<file path="src/rtl/debounce_pkg.sv">
// Shared types and elaboration helpers for the multi-channel debouncer.
package debounce_pkg;

   typedef struct packed {
      logic db;
      logic rise;
      logic fall;
      logic held;
   } chan_out_t;

   function automatic int unsigned ms_to_cycles(input int unsigned ms,
                                                input int unsigned clkfreq);
      return (ms * clkfreq) / 1000;
   endfunction

   // Bits needed to hold 0..cycles; never narrower than one bit.
   function automatic int unsigned ctr_width(input int unsigned cycles);
      return (cycles < 1) ? 1 : $clog2(cycles + 1);
   endfunction

endpackage

</file>
<file path="src/rtl/debounce_chan.sv">
// One debounce channel: 2-flop synchroniser, stability counter, edge pulses.
// Optional long-press detector enabled by DEBOUNCE_HOLD_EN.
module debounce_chan
   import debounce_pkg::*;
#(
   parameter int unsigned DEB_CYC   = 10,
   parameter int unsigned HOLD_CYC  = 1000,
   parameter logic        RESET_VAL = 1'b0
) (
   input  logic      clk,
   input  logic      rst_n,
   input  logic      pb_i,
   output chan_out_t out_o
);

   localparam int unsigned   CW       = ctr_width(DEB_CYC);
   localparam logic [CW-1:0] CNT_LAST = CW'(DEB_CYC - 1);

   logic          s1_q, s2_q;
   logic          db_q, db_d;
   logic          rise_q, rise_d;
   logic          fall_q, fall_d;
   logic [CW-1:0] cnt_q, cnt_d;

   // A new level must sit on s2 for DEB_CYC consecutive cycles before db follows.
   always_comb begin
      db_d   = db_q;
      rise_d = 1'b0;
      fall_d = 1'b0;
      cnt_d  = '0;
      if (s2_q != db_q) begin
         if (cnt_q == CNT_LAST) begin
            db_d   = s2_q;
            rise_d = s2_q;
            fall_d = ~s2_q;
         end else begin
            cnt_d = cnt_q + CW'(1);
         end
      end
   end

   always_ff @(posedge clk or negedge rst_n) begin
      if (!rst_n) begin
         s1_q   <= RESET_VAL;
         s2_q   <= RESET_VAL;
         db_q   <= RESET_VAL;
         rise_q <= 1'b0;
         fall_q <= 1'b0;
         cnt_q  <= '0;
      end else begin
         s1_q   <= pb_i;
         s2_q   <= s1_q;
         db_q   <= db_d;
         rise_q <= rise_d;
         fall_q <= fall_d;
         cnt_q  <= cnt_d;
      end
   end

`ifdef DEBOUNCE_HOLD_EN
   localparam int unsigned   HW       = ctr_width(HOLD_CYC);
   localparam logic [HW-1:0] HOLD_MAX = HW'(HOLD_CYC);

   logic [HW-1:0] hcnt_q, hcnt_d;
   logic          held_q, held_d;

   if (HOLD_CYC < 1) begin : g_bad_hold
      $error("debounce_chan: HOLD_CYC must be >= 1");
   end

   // Counts cycles spent at db=1; saturates so each press yields one pulse.
   always_comb begin
      hcnt_d = '0;
      held_d = 1'b0;
      if (db_q) begin
         if (hcnt_q < HOLD_MAX) begin
            hcnt_d = hcnt_q + HW'(1);
            held_d = (hcnt_d == HOLD_MAX);
         end else begin
            hcnt_d = hcnt_q;
         end
      end
   end

   always_ff @(posedge clk or negedge rst_n) begin
      if (!rst_n) begin
         hcnt_q <= '0;
         held_q <= 1'b0;
      end else begin
         hcnt_q <= hcnt_d;
         held_q <= held_d;
      end
   end

   assign out_o = '{db: db_q, rise: rise_q, fall: fall_q, held: held_q};
`else
   logic unused_hold;
   assign unused_hold = ^HOLD_CYC;

   assign out_o = '{db: db_q, rise: rise_q, fall: fall_q, held: 1'b0};
`endif

endmodule

</file>
<file path="src/rtl/debounce_multi.sv">
// NCH independent debounce channels with level, rise/fall and long-press outputs.
// Long-press detection is built only when DEBOUNCE_HOLD_EN is defined.
module debounce_multi
   import debounce_pkg::*;
#(
   parameter int unsigned NCH         = 4,
   parameter int unsigned CLKFREQ     = 1000,
   parameter int unsigned DEBOUNCE_MS = 10,
   parameter int unsigned HOLD_MS     = 1000,
   parameter logic        RESET_VAL   = 1'b0
) (
   input  logic           clk,
   input  logic           rst_n,
   input  logic [NCH-1:0] pb,
   output logic [NCH-1:0] db,
   output logic [NCH-1:0] rise,
   output logic [NCH-1:0] fall,
   output logic [NCH-1:0] held
);

   localparam int unsigned DEBOUNCE_CYC = ms_to_cycles(DEBOUNCE_MS, CLKFREQ);
   localparam int unsigned HOLD_CYC     = ms_to_cycles(HOLD_MS, CLKFREQ);

   if (DEBOUNCE_CYC < 1) begin : g_bad_deb
      $error("debounce_multi: DEBOUNCE_CYC must be >= 1");
   end
   if (NCH < 1) begin : g_bad_nch
      $error("debounce_multi: NCH must be >= 1");
   end

   for (genvar i = 0; i < int'(NCH); i++) begin : g_chan
      chan_out_t ch;

      debounce_chan #(
         .DEB_CYC   (DEBOUNCE_CYC),
         .HOLD_CYC  (HOLD_CYC),
         .RESET_VAL (RESET_VAL)
      ) u_chan (
         .clk   (clk),
         .rst_n (rst_n),
         .pb_i  (pb[i]),
         .out_o (ch)
      );

      assign db[i]   = ch.db;
      assign rise[i] = ch.rise;
      assign fall[i] = ch.fall;
      assign held[i] = ch.held;
   end

endmodule

</file>
<file path="config.mk">
export PLATFORM = sky130hd
export DESIGN_NAME = debounce_multi
export DESIGN_NICKNAME = d
export VERILOG_FILES = /design/src/rtl/debounce_pkg.sv /design/src/rtl/debounce_chan.sv /design/src/rtl/debounce_multi.sv
export SDC_FILE = /design/constraint.sdc
export NUM_CORES = 1
export LEC_CHECK = 0
export BUFFER_PORTS_ARGS = -buffer_cell sky130_fd_sc_hd__buf_4
export CORE_MARGIN = 4
export CORE_UTILIZATION = 35
export DETAILED_ROUTE_END_ITERATION = 8
export PLACE_DENSITY = 0.5
export SYNTH_ARGS = -nofsm -noshare
export SYNTH_HDL_FRONTEND = slang
export SYNTH_HIERARCHICAL = 1
export SYNTH_SLANG_ARGS = --single-unit
</file>
<file path="constraint.sdc">
create_clock -name clk -period 3.05 [get_ports clk]
set_clock_uncertainty 0.2 [all_clocks]
set_input_delay 0.4575 -clock clk [delete_from_list [all_inputs] [get_ports clk]]
set_output_delay 0.4575 -clock clk [all_outputs]
set_load 0.05 [all_outputs]
</file>
==> out/results.txt, run 1 <==
Status = complete, no violations
Remaining DRCs = 0
Gr usage total = 9.10%
Total negative slack = 0 ns
WP data required = 2.39 ns
CTS sink count = 36
Worst path cell trace = buf_4
Arrival time at the worst endpoint = 0.95 ns
ANT nets after route = 0
Fin cells = 179
Synth Warn # = 6
Fmax = 623 MHz
Die height = 74.6 µm
Largest net degree at the start of global routing = 37
CTS HTree Levels = 2
DR vias = 775
Routed len/inst = 12.1 µm
Initial DRC Count = 23
Pre-Repair DR Iteration Count = 3
CP top delay family = flip-flops
I/O Buffers = 17
Cell taking the most area after synthesis = dfrtp_1
Fin. Hold Viols = 0
MaxCap Viol Count = 0
Syn avg cell area = 12.9 µm²
CP max FO = 5
Synth cell types = 13
Combinational power share = 13.9%
DP Cell Count = 171
Cell area after layout = 0.00171 mm²
Commonest non-fill, non-tap cell in the layout = dfrtp_1
Final Setup Violations = 0
Seq/Total Area, Yosys = 58.1%
Minimum clock period = 1.60 ns
CTS Buffer Depth = 2
Routed WL = 2160 µm
Post-Syn Nets = 134
Top Ports = 22
Switching share of power = 27.1%
Floorplan Core Area = 0.00414 mm²
VDD IR max = 0.165 mV
Die X = 74.6 µm
Initial Utilization = 37.4%
Clk pwr share = 30.7%
Synth top area cells = dfrtp_1 58%, buf_4 7.7%, ha_1 6.5%
Layout cell share with drive strength beyond 1 = 24.0%
Final Wtd Congestion = 0.685
Final core utilization = 41.2%
Post-Syn Area = 0.00155 mm²
Slew Viols, Final = 0
DPL Wire Length = 1510 µm
Post-Synthesis Cells = 120
PD cells = 588 mW/mm²
CP Capture Type = output port
Power after layout = 0.00100 W
DIE AREA = 0.00556 mm²
Clock root buffer master = clkbuf_8
Slowest CP cell = dfrtp_1
Hold Crit Class = input pin to register
Buf/Inv on CP = 1
Clk Latency, worst-skew pair = 0.28 ns
Setup CP Type = register to output port
Area delta synth->final = 10.2%
RSZ-0062 raised after global routing = no
TritonCTS buffer count = 5
Placed cell area = 0.00162 mm²
Leak pwr = 0.954 nW
Switch Pwr = 0.000272 W
Ant diodes = 0
Initial antenna violation count = 0
Grt ovf = 0
Startpoint types = register
First-pass GRT wire length = 3700 µm
Synth top area share = 58.1%
Most frequent cells in the layout = 36 x dfrtp_1, 17 x buf_4, 16 x nor2_1
Synthesized flop and latch total = 36
Row Count = 23
Share of power burned in registers = 55.4%
Internal power = 0.000732 W
DR vias/cell = 4.33
CTS tree = done
Fin crit share = 52.6%
Number of global-route vias before repair = 792
Final #Nets = 143
Clock transition at path regs = 0.06 ns
CP max stage delay = 0.43 ns
[sequential cells by signal, summed over array words and instances (netlist names)]
signal,count
g_chan.u_chan/s1_q,4
g_chan.u_chan/fall_q,4
g_chan.u_chan/db_q,4
g_chan.u_chan/s2_q,4
g_chan.u_chan/rise_q,4
g_chan.u_chan/cnt_q,16
[synth_stat cells]
master	instances
dfrtp_1	36
buf_4	16
nor2_1	16
ha_1	8
nor3b_1	8
xor2_1	8
conb_1	4
inv_1	4
mux2_4	4
nand2_1	4
nand3_1	4
nand3b_4	4
xnor2_1	4
[layer usage]
metal  track usage (%)  vias to the layer above  routed length [µm]
li1                  -                      375                   -
met1              11.5                      370                 969
met2              13.0                       22                 961
met3              2.97                        8                 157
met4              6.52                        0                  69
met5                 0                        -                   0
[power groups by stage]
stage | Clock (W) | Sequential (W) | Combinational (W)
after global placement | 0 | 0.000560 | 0.000137
after floorplan | 0 | 0.000556 | 0.000117
after detailed placement | 0 | 0.000565 | 0.000141
final | 0.000309 | 0.000556 | 0.000140
after global routing | 0.000342 | 0.000561 | 0.000160
after CTS | 0.000322 | 0.000557 | 0.000144
[final timing paths]
| check | startpoint | to | slack, ns | cells past startpoint |
|---|---|---|---|---|
| worst max register to register | g_chan[3].u_chan/cnt_q[1] | g_chan[3].u_chan/db_q | 1.64 | 4 |
| max in group asynchronous | rst_n | g_chan[2].u_chan/s1_q | 1.87 | 2 |
| worst min-delay path | pb[3] | g_chan[3].u_chan/s1_q | 0.08 | 1 |
| worst min register to register | g_chan[2].u_chan/s1_q | g_chan[2].u_chan/s2_q | 0.14 | 0 |
| worst max-delay path | g_chan[3].u_chan/db_q | db[3] | 1.45 | 1 |
| min in group asynchronous | rst_n | g_chan[1].u_chan/fall_q | 0.46 | 2 |
[kinds of logic after synthesis]
| group | synth area share (%) |
|---|---|
| flops | 58.1 |
| buf+inv | 8.71 |
| other cells | 0.967 |
| fa+ha+maj | 6.45 |
| mux | 3.87 |
| simple gates | 15.2 |
| xor+xnor | 6.77 |
[metrics by stage]
step | worst slack [ns] | hold slack (ns)
2_1_floorplan | 1.73 | -0.0381
3_3_place_gp | 1.70 | 0.135
3_5_place_dp | 1.68 | 0.137
4_1_cts | 1.43 | 0.0704
5_1_grt | 1.40 | 0.0680
6_report | 1.45 | 0.0828
[area by class of cell]
type / count / area [µm²]
clock buffers: 6 / 72.6
clock inverters: 1 / 5.00
fillers: 411 / 2430
inverters: 4 / 15.0
multi-input cells: 64 / 515
flip-flops and latches: 36 / 901
well taps: 50 / 62.6
repair buffers: 18 / 138
[repair_timing]
item	CTS	global route
gates resized for setup	0	0
setup buffers	0	0
hold endpoints to repair	36	0
hold buffers	1	0
setup endpoints to repair	0	0
No activity file was read; power rests on OpenSTA's default activity.
==> run 2: changes to the inputs <==
PLACE_DENSITY = 0.52   (was 0.5)
clock period = 1.45 ns   (was 3.05 ns; I/O delays follow)
==> out/results.txt, run 2 (synthesis results as in run 1) <==
Status = complete, no violations (unchanged)
Biggest register = g_chan.u_chan/cnt_q (unchanged)
Slew Viols, Final = 0 (unchanged)
VDD IR max = 0.478 mV (was 0.165 mV)
Hold Crit Class = register to register (was input pin to register)
CTS Buffer Depth = 2 (unchanged)
Hold Crit Endpoint = g_chan[2].u_chan/s2_q (was g_chan[3].u_chan/s1_q)
Final Setup Violations = 0 (unchanged)
Grt ovf = 0 (unchanged)
ANT nets after route = 0 (unchanged)
MaxCap Viol Count = 0 (unchanged)
CP max stage delay = 0.41 ns (was 0.43 ns)
Row Count = 23 (unchanged)
Commonest non-fill, non-tap cell in the layout = dfrtp_1 (unchanged)
RSZ-0062 raised after global routing = no (unchanged)
DR vias = 766 (was 775)
Clk Latency, worst-skew pair = 0.27 ns (was 0.28 ns)
Worst path cell trace = ha_1, nand3b_4, mux2_4 (was buf_4)
Hold_sp = g_chan[2].u_chan/s1_q (was pb[3])
Initial Utilization = 37.4% (unchanged)
Largest net degree at the start of global routing = 37 (unchanged)
Leak pwr = 0.965 nW (was 0.954 nW)
Fin. Hold Viols = 0 (unchanged)
Routed len/inst = 11.5 µm (was 12.1 µm)
Pre-Repair DR Iteration Count = 2 (was 3)
CP max FO = 4 (was 5)
Fmax = 727 MHz
DR vias/cell = 4.23 (was 4.33)
Post_cts resized = 0 (unchanged)
TritonCTS buffer count = 5 (unchanged)
Hold depth = 0 (was 1)
Fillers = 391 (was 411)
Fin cells = 181 (was 179)
Floorplan Core Area = 0.00414 mm² (unchanged)
Cell area after layout = 0.00174 mm² (was 0.00171 mm²)
Max reg flops = 16 (unchanged)
DIE AREA = 0.00556 mm² (unchanged)
Final #Nets = 147 (was 143)
Gr usage total = 8.57% (was 9.10%)
Ant diodes = 0 (unchanged)
Slowest CP cell = dfrtp_1 (unchanged)
First-pass GRT wire length = 3440 µm (was 3700 µm)
Routed WL = 2080 µm (was 2160 µm)
Total negative slack = 0 ns (unchanged)
I/O Buffers = 17 (unchanged)
Final Wtd Congestion = 0.668 (was 0.685)
Most frequent cells in the layout = 36 x dfrtp_1, 17 x buf_4, 16 x nor2_1 (unchanged)
Arrival time at the worst endpoint = 1.34 ns (was 0.95 ns)
Placed cell area = 0.00162 mm² (unchanged)
PD cells = 1190 mW/mm² (was 588 mW/mm²)
Count of hold-fix buffers inserted at cts = 5 (was 1)
CTS sink count = 36 (unchanged)
DP Cell Count = 171 (unchanged)
Initial antenna violation count = 0 (unchanged)
Layout cell share with drive strength beyond 1 = 22.9% (was 24.0%)
DPL Wire Length = 1520 µm (was 1510 µm)
Clock root buffer master = clkbuf_8 (unchanged)
Final core utilization = 42.0% (was 41.2%)
CTS HTree Levels = 2 (unchanged)
Power after layout = 0.00208 W (was 0.00100 W)
Number of global-route vias before repair = 773 (was 792)
R2r endpoint = g_chan[0].u_chan/db_q (was g_chan[3].u_chan/db_q)
Startpoint types = register (unchanged)
Minimum clock period = 1.37 ns
CTS tree = done (unchanged)
Setup CP Type = register to register (was register to output port)
Reg-to-Reg Start = g_chan[0].u_chan/cnt_q[0] (was g_chan[3].u_chan/cnt_q[1])
WP data required = 1.41 ns (was 2.39 ns)
Die height = 74.6 µm (unchanged)
Flop-to-flop setup slack = 0.08 ns (was 1.64 ns)
Remaining DRCs = 0 (unchanged)
Die X = 74.6 µm (unchanged)
Fin crit share = 94.8%
Initial DRC Count = 53 (was 23)
Clock transition at path regs = 0.06 ns (about the same)
Area delta synth->final = 12.2% (was 10.2%)
Post-CTS Setup Bufs = 0 (unchanged)
CP Capture Type = register (was output port)
Top Ports = 22 (unchanged)
Worst Reg-to-Reg Cells = 3 (was 4)
run 2: how the worst max path moves through the flow:
stage                                         start                     to  slack [ns]  cells after the start
after floorplan           g_chan[0].u_chan/cnt_q[0]  g_chan[0].u_chan/db_q        0.13                      3
after global placement    g_chan[0].u_chan/cnt_q[0]  g_chan[0].u_chan/db_q        0.10                      3
after detailed placement  g_chan[0].u_chan/cnt_q[0]  g_chan[0].u_chan/db_q        0.06                      3
after CTS                 g_chan[0].u_chan/cnt_q[0]  g_chan[0].u_chan/db_q        0.06                      3
after global routing      g_chan[3].u_chan/cnt_q[1]  g_chan[3].u_chan/db_q        0.01                      4
final                     g_chan[0].u_chan/cnt_q[0]  g_chan[0].u_chan/db_q        0.08                      3
run 2: critical path: cells and delay by family (launching register included):
kind                     cells  cell delay (ns)
flip-flops                   1             0.41
multiplexers                 1             0.29
adder cells (fa/ha/maj)      1             0.25
AND/OR/NAND/NOR              1             0.11
run 2: final cells by class:
cell class | instances | area, µm² | share of cell area [%]
clock buffers | 5 | 68.8 | 3.95
well taps | 50 | 62.6 | 3.59
multi-input cells | 64 | 515 | 29.6
inverters | 4 | 15.0 | 0.863
repair buffers | 22 | 178 | 10.2
flip-flops and latches | 36 | 901 | 51.8
run 2: through the flow:
| stage | hold slack (ns) | setup WS [ns] |
|---|---|---|
| after floorplan | -0.278 | 0.127 |
| after global routing | 0.153 | 0.0149 |
| after CTS | 0.149 | 0.0566 |
| final | 0.147 | 0.0751 |
| after detailed placement | -0.000350 | 0.0641 |
| after global placement | -0.00947 | 0.104 |
run 2: per-layer routing:
metal,track usage [%],vias to the layer above,wire [µm],part of all wire [%]
li1,-,381,-,-
met1,9.58,358,909,44
met2,13.2,20,973,47
met3,4.86,7,161,7.7
met4,4.15,0,39,1.9
met5,0,-,0,0
run 2: power breakdown:
group | internal (W) | leakage, nW | total, W | switching [W]
logic | 0.000133 | 0.456 | 0.000302 | 0.000169
registers | 0.00109 | 0.474 | 0.00117 | 0.0000791
clock network | 0.000309 | 0.0359 | 0.000609 | 0.000300
total | 0.00153 | 0.965 | 0.00208 | 0.000548
